[src/rtl/shifter_pkg.sv]
// shifter_pkg: shared mode/state types and status bit positions for the sequential shift unit
package shifter_pkg;
  typedef enum logic [1:0] {LSR = 2'b00, ASR = 2'b01, LSL = 2'b10, ROR = 2'b11} shift_mode_t;
  typedef enum logic [1:0] {IDLE = 2'b00, SHIFT = 2'b01, DONE = 2'b10} shift_state_t;
  localparam int ST_INVALID = 3;
  localparam int ST_RANGE = 2;
  localparam int ST_ZERO = 1;
  localparam int ST_CARRY = 0;
  function automatic logic [3:0] status_word(input logic invalid, input logic rng, input logic zero, input logic carry);
    logic [3:0] s;
    s = '0;
    s[ST_INVALID] = invalid;
    s[ST_RANGE] = rng;
    s[ST_ZERO] = zero;
    s[ST_CARRY] = carry;
    return s;
  endfunction
endpackage

[src/rtl/seq_shift_unit_if.sv]
// seq_shift_unit_if: start/busy/done handshake plus operand and result bus of the shift unit
interface seq_shift_unit_if #(parameter int M = 8);
  logic i_start;
  logic [1:0] i_mode;
  logic [M-1:0] i_arg_A;
  logic [M-1:0] i_arg_B;
  logic o_busy;
  logic o_done;
  logic [M-1:0] o_result;
  logic [3:0] o_status;
  modport master (output i_start, i_mode, i_arg_A, i_arg_B, input o_busy, o_done, o_result, o_status);
  modport slave (input i_start, i_mode, i_arg_A, i_arg_B, output o_busy, o_done, o_result, o_status);
endinterface

[src/rtl/shift_step.sv]
// shift_step: one 1-bit shift/rotate step of the work register and the bit that leaves it
module shift_step import shifter_pkg::*; #(parameter int M = 8) (
  input  logic [M-1:0] i_work,
  input  shift_mode_t  i_mode,
  output logic [M-1:0] o_next,
  output logic         o_out
);
  // left for LSL; otherwise right with zero, sign or wrapped-bit fill
  always_comb begin
    o_next = (i_mode == LSL) ? {i_work[M-2:0], 1'b0}
           : {(i_mode == ASR) ? i_work[M-1] : (i_mode == ROR) ? i_work[0] : 1'b0, i_work[M-1:1]};
    o_out = (i_mode == LSL) ? i_work[M-1] : i_work[0];
  end
endmodule

[src/rtl/seq_shift_unit.sv]
// seq_shift_unit: multi-cycle LSR/ASR/LSL/ROR unit shifting one bit per clock behind start/busy/done
module seq_shift_unit import shifter_pkg::*; #(
  parameter int M = 8,
  parameter int SW = $clog2(M) + 1
) (
  input logic i_clk,
  input logic i_rst,
  seq_shift_unit_if.slave bus
);
  localparam logic [M-1:0] LP_M = M[M-1:0];
  shift_state_t r_state, w_next;
  shift_mode_t r_mode;
  logic [M-1:0] r_work, r_result, w_step, w_n;
  logic [SW-1:0] r_count, w_load;
  logic [3:0] r_status;
  logic r_carry, r_range, r_invalid, w_out, w_accept, w_invalid;

  shift_step #(.M(M)) u_step (.i_work(r_work), .i_mode(r_mode), .o_next(w_step), .o_out(w_out));

  // decode the one's-complement amount: capped count for shifts, modulo-M count for rotate
  always_comb begin
    w_n = ~bus.i_arg_B;
    w_invalid = ~bus.i_arg_B[M-1];
    w_accept = (r_state == IDLE) && bus.i_start;
    w_load = w_invalid ? '0
           : (shift_mode_t'(bus.i_mode) == ROR) ? {1'b0, w_n[SW-2:0]}
           : (w_n >= LP_M) ? SW'(M) : w_n[SW-1:0];
  end

  // FSM state register
  always_ff @(posedge i_clk or posedge i_rst) begin
    if (i_rst) r_state <= IDLE;
    else r_state <= w_next;
  end

  // next state: SHIFT until the count is exhausted, DONE lasts exactly one cycle
  always_comb begin
    w_next = r_state;
    w_next = (r_state == IDLE) ? (bus.i_start ? SHIFT : IDLE)
           : (r_state == SHIFT) ? ((r_count == '0) ? DONE : SHIFT)
           : IDLE;
    bus.o_busy = (r_state != IDLE);
    bus.o_done = (r_state == DONE);
  end

  // operand latch on start, one step per cycle, result/status capture when the count runs out
  always_ff @(posedge i_clk or posedge i_rst) begin
    if (i_rst) begin
      r_mode <= LSR;
      r_work <= '0;
      r_count <= '0;
      r_carry <= 1'b0;
      r_range <= 1'b0;
      r_invalid <= 1'b0;
      r_result <= '0;
      r_status <= '0;
    end else if (w_accept) begin
      r_mode <= shift_mode_t'(bus.i_mode);
      r_work <= w_invalid ? '0 : bus.i_arg_A;
      r_count <= w_load;
      r_carry <= 1'b0;
      r_range <= (w_n >= LP_M);
      r_invalid <= w_invalid;
    end else if (r_state == SHIFT && r_count != '0) begin
      r_work <= w_step;
      r_carry <= w_out;
      r_count <= r_count - SW'(1);
    end else if (r_state == SHIFT) begin
      r_result <= r_invalid ? '0 : r_work;
      r_status <= r_invalid ? status_word(1'b1, 1'b0, 1'b0, 1'b0)
                            : status_word(1'b0, r_range, r_work == '0, r_carry);
    end
  end

  assign bus.o_result = r_result;
  assign bus.o_status = r_status;
endmodule

[src/flat_wrapper.sv]
// flat-port wrapper written by rule: the top's interface ports become plain ports
module seq_shift_unit_flat import shifter_pkg::*;
#(
  parameter int M = 8,
  parameter int SW = $clog2(M) + 1
)
  (i_clk, i_rst, bus_i_start, bus_i_mode, bus_i_arg_A, bus_i_arg_B, bus_o_busy, bus_o_done, bus_o_result, bus_o_status);
  seq_shift_unit_if #(.M(M)) bus_i ();
  input logic i_clk;
  input logic i_rst;
  input wire logic [$bits(bus_i.i_start)-1:0] bus_i_start;
  input wire logic [$bits(bus_i.i_mode)-1:0] bus_i_mode;
  input wire logic [$bits(bus_i.i_arg_A)-1:0] bus_i_arg_A;
  input wire logic [$bits(bus_i.i_arg_B)-1:0] bus_i_arg_B;
  output wire logic [$bits(bus_i.o_busy)-1:0] bus_o_busy;
  output wire logic [$bits(bus_i.o_done)-1:0] bus_o_done;
  output wire logic [$bits(bus_i.o_result)-1:0] bus_o_result;
  output wire logic [$bits(bus_i.o_status)-1:0] bus_o_status;
  assign bus_i.i_start = bus_i_start;
  assign bus_i.i_mode = bus_i_mode;
  assign bus_i.i_arg_A = bus_i_arg_A;
  assign bus_i.i_arg_B = bus_i_arg_B;
  assign bus_o_busy = bus_i.o_busy;
  assign bus_o_done = bus_i.o_done;
  assign bus_o_result = bus_i.o_result;
  assign bus_o_status = bus_i.o_status;
  seq_shift_unit #(.M(M), .SW(SW)) u_core (.i_clk(i_clk), .i_rst(i_rst), .bus(bus_i));
endmodule
[config.mk]
export PLATFORM = sky130hd
export DESIGN_NAME = seq_shift_unit_flat
export DESIGN_NICKNAME = d
export VERILOG_FILES = /design/src/rtl/shifter_pkg.sv /design/src/rtl/seq_shift_unit_if.sv /design/src/rtl/shift_step.sv /design/src/rtl/seq_shift_unit.sv /design/src/flat_wrapper.sv
export SDC_FILE = /design/constraint.sdc
export NUM_CORES = 1
export LEC_CHECK = 0
export ABC_AREA = 0
export ABC_CLOCK_PERIOD_IN_PS = 1500
export CAP_MARGIN = 20
export CORE_MARGIN = 2
export CORE_UTILIZATION = 35
export DETAILED_ROUTE_END_ITERATION = 6
export DONT_BUFFER_PORTS = 1
export PLACE_DENSITY = 0.53
export SETUP_SLACK_MARGIN = 0.15
export SLEW_MARGIN = 0
export SYNTH_ARGS = -nofsm -noshare
export SYNTH_HDL_FRONTEND = slang
export SYNTH_HIERARCHICAL = 1
export SYNTH_SLANG_ARGS = --single-unit
[constraint.sdc]
create_clock -name i_clk -period 1.5 [get_ports i_clk]
set_input_delay 0.075 -clock i_clk [delete_from_list [all_inputs] [get_ports i_clk]]
set_output_delay 0.075 -clock i_clk [all_outputs]
set_load 0.05 [all_outputs]
==> results.json, run 1 <==
{
  "outcome": "complete, but fails checks",
  "violations": "setup timing",
  "core-area_um2": 4380,
  "worst_clock_skew_ps": 5.43,
  "final_layout_size_suffix_gt1_share_pct": 27.8,
  "clk_latency_ps": 270,
  "startpoint_type": "flip-flop",
  "cts_tree": "done",
  "synth_cell_type_count": 36,
  "synth_flop_cell": "dfrtp_1",
  "htree_num_levels": 2,
  "leakagePower_nw": 0.976,
  "drc_errors": 0,
  "path_class": "flip-flop to flip-flop",
  "antenna_found_initial": 0,
  "max_freq_ghz": 0.652,
  "ant_nets": 0,
  "cts.sinks": 31,
  "grt_max_degree": 32,
  "overflow": 0,
  "ys_ff_latch": 31,
  "critPathCaptureType": "flip-flop",
  "cts_made_buffers": 5,
  "worst_pin_slew_ps": 497,
  "die_h_um": 71.9,
  "die_width_um": 71.9,
  "multiInputGateArea_um2": 830,
  "port_buffers": 0,
  "io_pins": 35,
  "cts-root-buf": "clkbuf_8",
  "timing.rr.end": "u_core/r_work[6]",
  "ys.warnings.count": 6,
  "hold_class": "primary input to flip-flop",
  "regArea_um2": 776,
  "synthArstFlopShare_pct": 100,
  "netlist_instances": 157,
  "maxSlewHeadroom_pct": 66.8,
  "gp_congestion": 0.788,
  "fin_hold_ws_ps": 22.0,
  "hold_depth": 2,
  "finalHoldViolations": 0,
  "nets": 216,
  "start_util_pct": 36.8,
  "fill_cells": 395,
  "crit_required_ps": 1650,
  "seq_area_frac_synth_pct": 48.1,
  "dp_hpwl_mm": 2.50,
  "yosysMostFrequentCell": "dfrtp_1",
  "synth_top_area_cell": "dfrtp_1",
  "reg2reg_depth": 7,
  "syn_area_um2": 1610,
  "ir_worst_vdd_uv": 764,
  "reg2reg_slack_ps": -30,
  "clk_path_buf_depth": 2,
  "track_usage_pct": 14.5,
  "crit_arrival_ps": 1690,
  "endpoint": "u_core/r_work[6]",
  "pre_cts_ws_ps": -47.1,
  "area_delta_synth_final_pct": 33.1,
  "vias_per_cell": 5.02,
  "synth_edf_count": 0,
  "drv_slew": 0,
  "drt_iter0_markers": 58,
  "rr_startpoint": "u_core/r_count[0]",
  "p_per_area_nw_per_um2": 2120,
  "grt_pass1_vias": 1182,
  "max_cap_viol_count": 0,
  "synth_top_area_share_pct": 48.1,
  "synth_commonest_cells": "31 x dfrtp_1, 21 x nand2_1, 18 x o21ai_1, 11 x mux2i_1, 11 x nand2b_1",
  "setup_viol": 14,
  "critPathLaunch": "u_core/r_count[0]",
  "fin_crit_ps": 1530,
  "antenna_cells": 0,
  "die_area_um2": 5160,
  "avgRoutedWirePerCell_um": 14.3,
  "cts.reportedPaths.clkPinSlew_ps": 60,
  "setup_ws_ps": -34.5,
  "grt_pass1_wl_mm": 5.78,
  "syn_avg_cell_area_um2": 10.3,
  "fin_crit_sh_pct": 102,
  "dr.pass1.iters": 5,
  "rsz0062_at_grt": "true",
  "dr_total_vias": 1234,
  "holdCritStartpoint": "bus_i_arg_B[2]",
  "drt-total-wl_mm": 3.52,
  "synth_area_leaders": "dfrtp_1 48%, mux2i_1 6.8%, mux2_4 6.5%",
  "path_max_fanout": 5,
  "synth_nets": 180,
  "rows": 24
}
cells by family (layout without fill, tap and decap cells):
kind of cell / Yosys count / in the layout / synth area share (%)
buf+inv: 12 / 49 / 3.26
xor+xnor: 1 / 1 / 0.544
simple gates: 60 / 60 / 20.3
mux: 19 / 19 / 14.1
compound gates: 32 / 32 / 12.1
fa+ha+maj: 2 / 2 / 1.55
flops: 31 / 31 / 48.1
cell type report:
cell class,count,share of cell area (%)
repair buffers,36,17.4
multi-input cells,114,38.7
inverters,5,0.875
well taps,52,3.03
clock inverters,1,0.233
clock buffers,7,3.56
flip-flops and latches,31,36.2
critical path, cell delays in order, from the launching register on:
cell     delay [ps]
dfrtp_1         380
inv_2            90
ha_4            130
nor3b_4         300
nor2_4           90
buf_12          150
mux2i_2         180
o21ai_1          90
worst min path at each step:
stage | endpoint | slack [ps]
final | u_core/r_count[2] | 20
after global routing | u_core/r_count[2] | 20
after CTS | u_core/r_count[2] | 8
after detailed placement | u_core/bus.o_status[2] | 70
after global placement | u_core/r_state[1] | 70
after floorplan | u_core/bus.o_result[0] | 180
metrics by stage:
stage | instances | util (%) | instance area, um2 | total power, W | TNS [ps]
after CTS | 243 | 47.3 | 2070 | 0.00437 | -53.6
after global routing | 246 | 48.9 | 2140 | 0.00484 | -1670
final | 246 | 48.9 | 2140 | 0.00455 | -211
after detailed placement | 220 | 41.5 | 1820 | 0.00360 | -430
after floorplan | 157 | - | 1620 | 0.00300 | 0
after global placement | 220 | 41.5 | 1820 | 0.00353 | 0
state kept, by name, summed over array words and instances, names as in the netlist:
signal               flops
u_core/bus.o_result      8
u_core/r_work            8
u_core/bus.o_status      4
u_core/r_count           4
u_core/r_mode            2
u_core/r_state           2
u_core/r_carry           1
u_core/r_invalid         1
u_core/r_range           1
metal layers:
layer / up-vias / track usage (%) / part of all wire (%)
met4: 0 / 5.03 / 0.51
met2: 32 / 21.5 / 46
met3: 2 / 3.94 / 5.1
met5: - / 0 / 0
met1: 581 / 20.5 / 49
li1: 619 / - / -
what timing repair did:
| item | 4_1_cts | 5_1_grt |
|---|---|---|
| setup buffers | 3 | 2 |
| setup endpoints to repair | 25 | 27 |
| hold buffers | 12 | 0 |
| endpoints found under the hold margin | 44 | 0 |
| gates resized for setup | 7 | 8 |
| pin swaps | 5 | 4 |
| cloned | 0 | 1 |
cell usage in the layout (no fill, tap or decap), types with 2 or more instances in the layout:
cell type,instances
dlygate4sd3_1,12
nand2b_1,11
nor3_1,2
nand2_2,3
o21ai_1,18
mux2i_1,9
o32ai_1,2
buf_4,16
inv_1,2
mux2_4,8
a31o_1,2
dfrtp_1,31
buf_12,3
inv_2,3
nor2b_1,2
clkbuf_1,2
o21ai_0,3
clkbuf_8,5
nand3_1,8
a21oi_1,2
nand2_1,18
nor2_1,6
buf_6,3
power breakdown:
| group | internal [W] | leakage, nW | switching, W |
|---|---|---|---|
| registers | 0.00115 | 0.399 | 0.000618 |
| clock network | 0.000325 | 0.0422 | 0.000282 |
| logic | 0.00120 | 0.535 | 0.000975 |
No activity file was read; power rests on OpenSTA's default activity.
==> run 2, diff against run 1 <==
--- a/config.mk
+++ b/config.mk
@@ -6,13 +6,13 @@
 export NUM_CORES = 1
 export LEC_CHECK = 0
 export ABC_AREA = 0
-export ABC_CLOCK_PERIOD_IN_PS = 1500
+export ABC_CLOCK_PERIOD_IN_PS = 1600
 export CAP_MARGIN = 20
 export CORE_MARGIN = 2
 export CORE_UTILIZATION = 35
 export DETAILED_ROUTE_END_ITERATION = 6
 export DONT_BUFFER_PORTS = 1
-export PLACE_DENSITY = 0.53
+export PLACE_DENSITY = 0.51
 export SETUP_SLACK_MARGIN = 0.15
 export SLEW_MARGIN = 0
 export SYNTH_ARGS = -nofsm -noshare
==> constraint.sdc (replaced) <==
create_clock -name i_clk -period 1.6 [get_ports i_clk]
set_input_delay 0.08 -clock i_clk [delete_from_list [all_inputs] [get_ports i_clk]]
set_output_delay 0.08 -clock i_clk [all_outputs]
set_load 0.05 [all_outputs]
==> run 2 against run 1 <==
The flow now finishes without violations. Core utilization rose by 0.68 points. Worst setup slack improved by 73 ps. Sequential share of layout area fell by 0.50 points. Clock skew rose by 1.0 ps. Sequential power fell by 4%. Via count rose by 1.6%. Final cell count fell by 0.41%. Count of clock-buffer cells in the layout rose by 1. Power fell by 5.8%. Maximum frequency fell by 1.7%. Combinational power fell by 12%. Register-to-register slack improved by 70 ps. Critical endpoint is now u_core/bus.o_status[3]. Largest cell class unchanged.
==> results.json, run 2 (same netlist as run 1, synthesis figures left out) <==
{
  "outcome": "complete, no violations",
  "ir_worst_vdd_uv": 704,
  "crit_arrival_ps": 1720,
  "leakagePower_nw": 1.01,
  "setup_viol": 0,
  "hold_class": "primary input to flip-flop",
  "cts_tree": "done",
  "multiInputGateArea_um2": 831,
  "cts_made_buffers": 5,
  "grt_max_degree": 32,
  "drv_slew": 0,
  "setup_ws_ps": 38.8,
  "total_power_w": 0.00429,
  "dr.pass1.iters": 4,
  "overflow": 0,
  "track_usage_pct": 15.4,
  "worst_pin_slew_ps": 510,
  "cts.reportedPaths.clkPinSlew_ps": 60,
  "area_delta_synth_final_pct": 34.9,
  "drt-total-wl_mm": 3.78,
  "die_area_um2": 5160,
  "antenna_cells": 0,
  "vias_per_cell": 5.12,
  "max_freq_ghz": 0.641,
  "ant_nets": 0,
  "cts.sinks": 31,
  "clk_path_buf_depth": 2,
  "worst_clock_skew_ps": 6.47,
  "path_max_fanout": 8,
  "dr_total_vias": 1254,
  "die_width_um": 71.9,
  "drt_iter0_markers": 70,
  "crit_required_ps": 1760,
  "htree_num_levels": 2,
  "port_buffers": 0,
  "regArea_um2": 776,
  "start_util_pct": 36.8,
  "layout_common_cells": "31 x dfrtp_1, 20 x nand2_1, 18 x o21ai_1, 14 x buf_4, 13 x dlygate4sd3_1",
  "dp_cells": 214,
  "final_common_cell": "dfrtp_1",
  "max_cap_viol_count": 0,
  "post_dp_cell_area_um2": 1750,
  "grt_pass1_wl_mm": 6.02,
  "grt_pass1_vias": 1192,
  "maxSlewHeadroom_pct": 66.0,
  "cts-root-buf": "clkbuf_8",
  "fin_crit_sh_pct": 97.6,
  "fill_cells": 408,
  "finalInstanceArea_um2": 2170,
  "dp_hpwl_mm": 2.38,
  "final_layout_size_suffix_gt1_share_pct": 26.4,
  "avgRoutedWirePerCell_um": 15.4,
  "use_met3_pct": 6.47,
  "grtUsageMet2_pct": 21.6,
  "antenna_found_initial": 0,
  "rows": 24,
  "pre_cts_ws_ps": 43.0,
  "io_pins": 35,
  "startpoint_type": "flip-flop",
  "finalHoldViolations": 0,
  "clk_latency_ps": 290,
  "gr-usage-met1_pct": 20.9,
  "core-area_um2": 4380,
  "p_per_area_nw_per_um2": 1970,
  "path_class": "flip-flop to flip-flop",
  "grt-busiest-layer": "met2",
  "gp_congestion": 0.806,
  "drc_errors": 0,
  "fin_crit_ps": 1560,
  "nets": 215,
  "critPathCaptureType": "flip-flop",
  "instances_no_fill": 245,
  "die_h_um": 71.9,
  "rsz0062_at_grt": "true"
}
[run 2: worst paths after layout]
path / from / to / slack [ps] / depth (start not counted)
min in group asynchronous: i_rst / u_core/r_state[0] / 310 / 3
setup reg to reg: u_core/r_count[1] / u_core/bus.o_status[3] / 40 / 6
hold / removal: bus_i_arg_B[1] / u_core/r_count[1] / 40 / 2
hold reg to reg: u_core/bus.o_status[3] / u_core/bus.o_status[3] / 530 / 1
setup / recovery: u_core/r_count[1] / u_core/bus.o_status[3] / 40 / 6
max in group asynchronous: i_rst / u_core/bus.o_result[4] / 1000 / 3
[run 2: per-layer routing]
layer | wire [um] | part of all wire [%]
met2 | 1770 | 47
met4 | 77 | 2.0
met5 | 0 | 0
met1 | 1700 | 45
met3 | 232 | 6.1
[run 2: critical path, stage by stage, from the launching register on]
cell     delay, ps
dfrtp_1        390
inv_2           70
ha_2           150
nor3b_4        230
buf_4          190
nand2_8         80
mux2_1         330
[run 2: cell type report]
cell class,count,share of cell area (%)
multi-input combinational,114,38.2
timing repair buffer,35,17.7
tap,52,2.99
clock buffer,8,4.60
inverter,5,0.863
sequential,31,35.7
[run 2: stage by stage]
stage	setup TNS (ps)	hold WS [ps]	utilization, %
2_1_floorplan	0	184	-
3_3_place_gp	0	78.2	39.9
3_5_place_dp	0	81.3	39.9
4_1_cts	0	24.8	46.7
5_1_grt	-14.3	34.6	49.6
6_report	0	35.3	49.6
[run 2: repair_timing]
action                                  CTS  global route
setup buffers                             6             1
gates resized for setup                   6            10
hold endpoints to repair                 45             0
hold buffers                             13             0
pin swaps                                 0             3
endpoints found under the setup margin   22            26
gates cloned                              0             3
[run 2: power by group]
part           switching, W  leakage, nW  total [W]  internal, W
sequential         0.000619        0.399    0.00170      0.00108
clock              0.000287       0.0515   0.000679     0.000392
combinational      0.000860        0.558    0.00191      0.00105
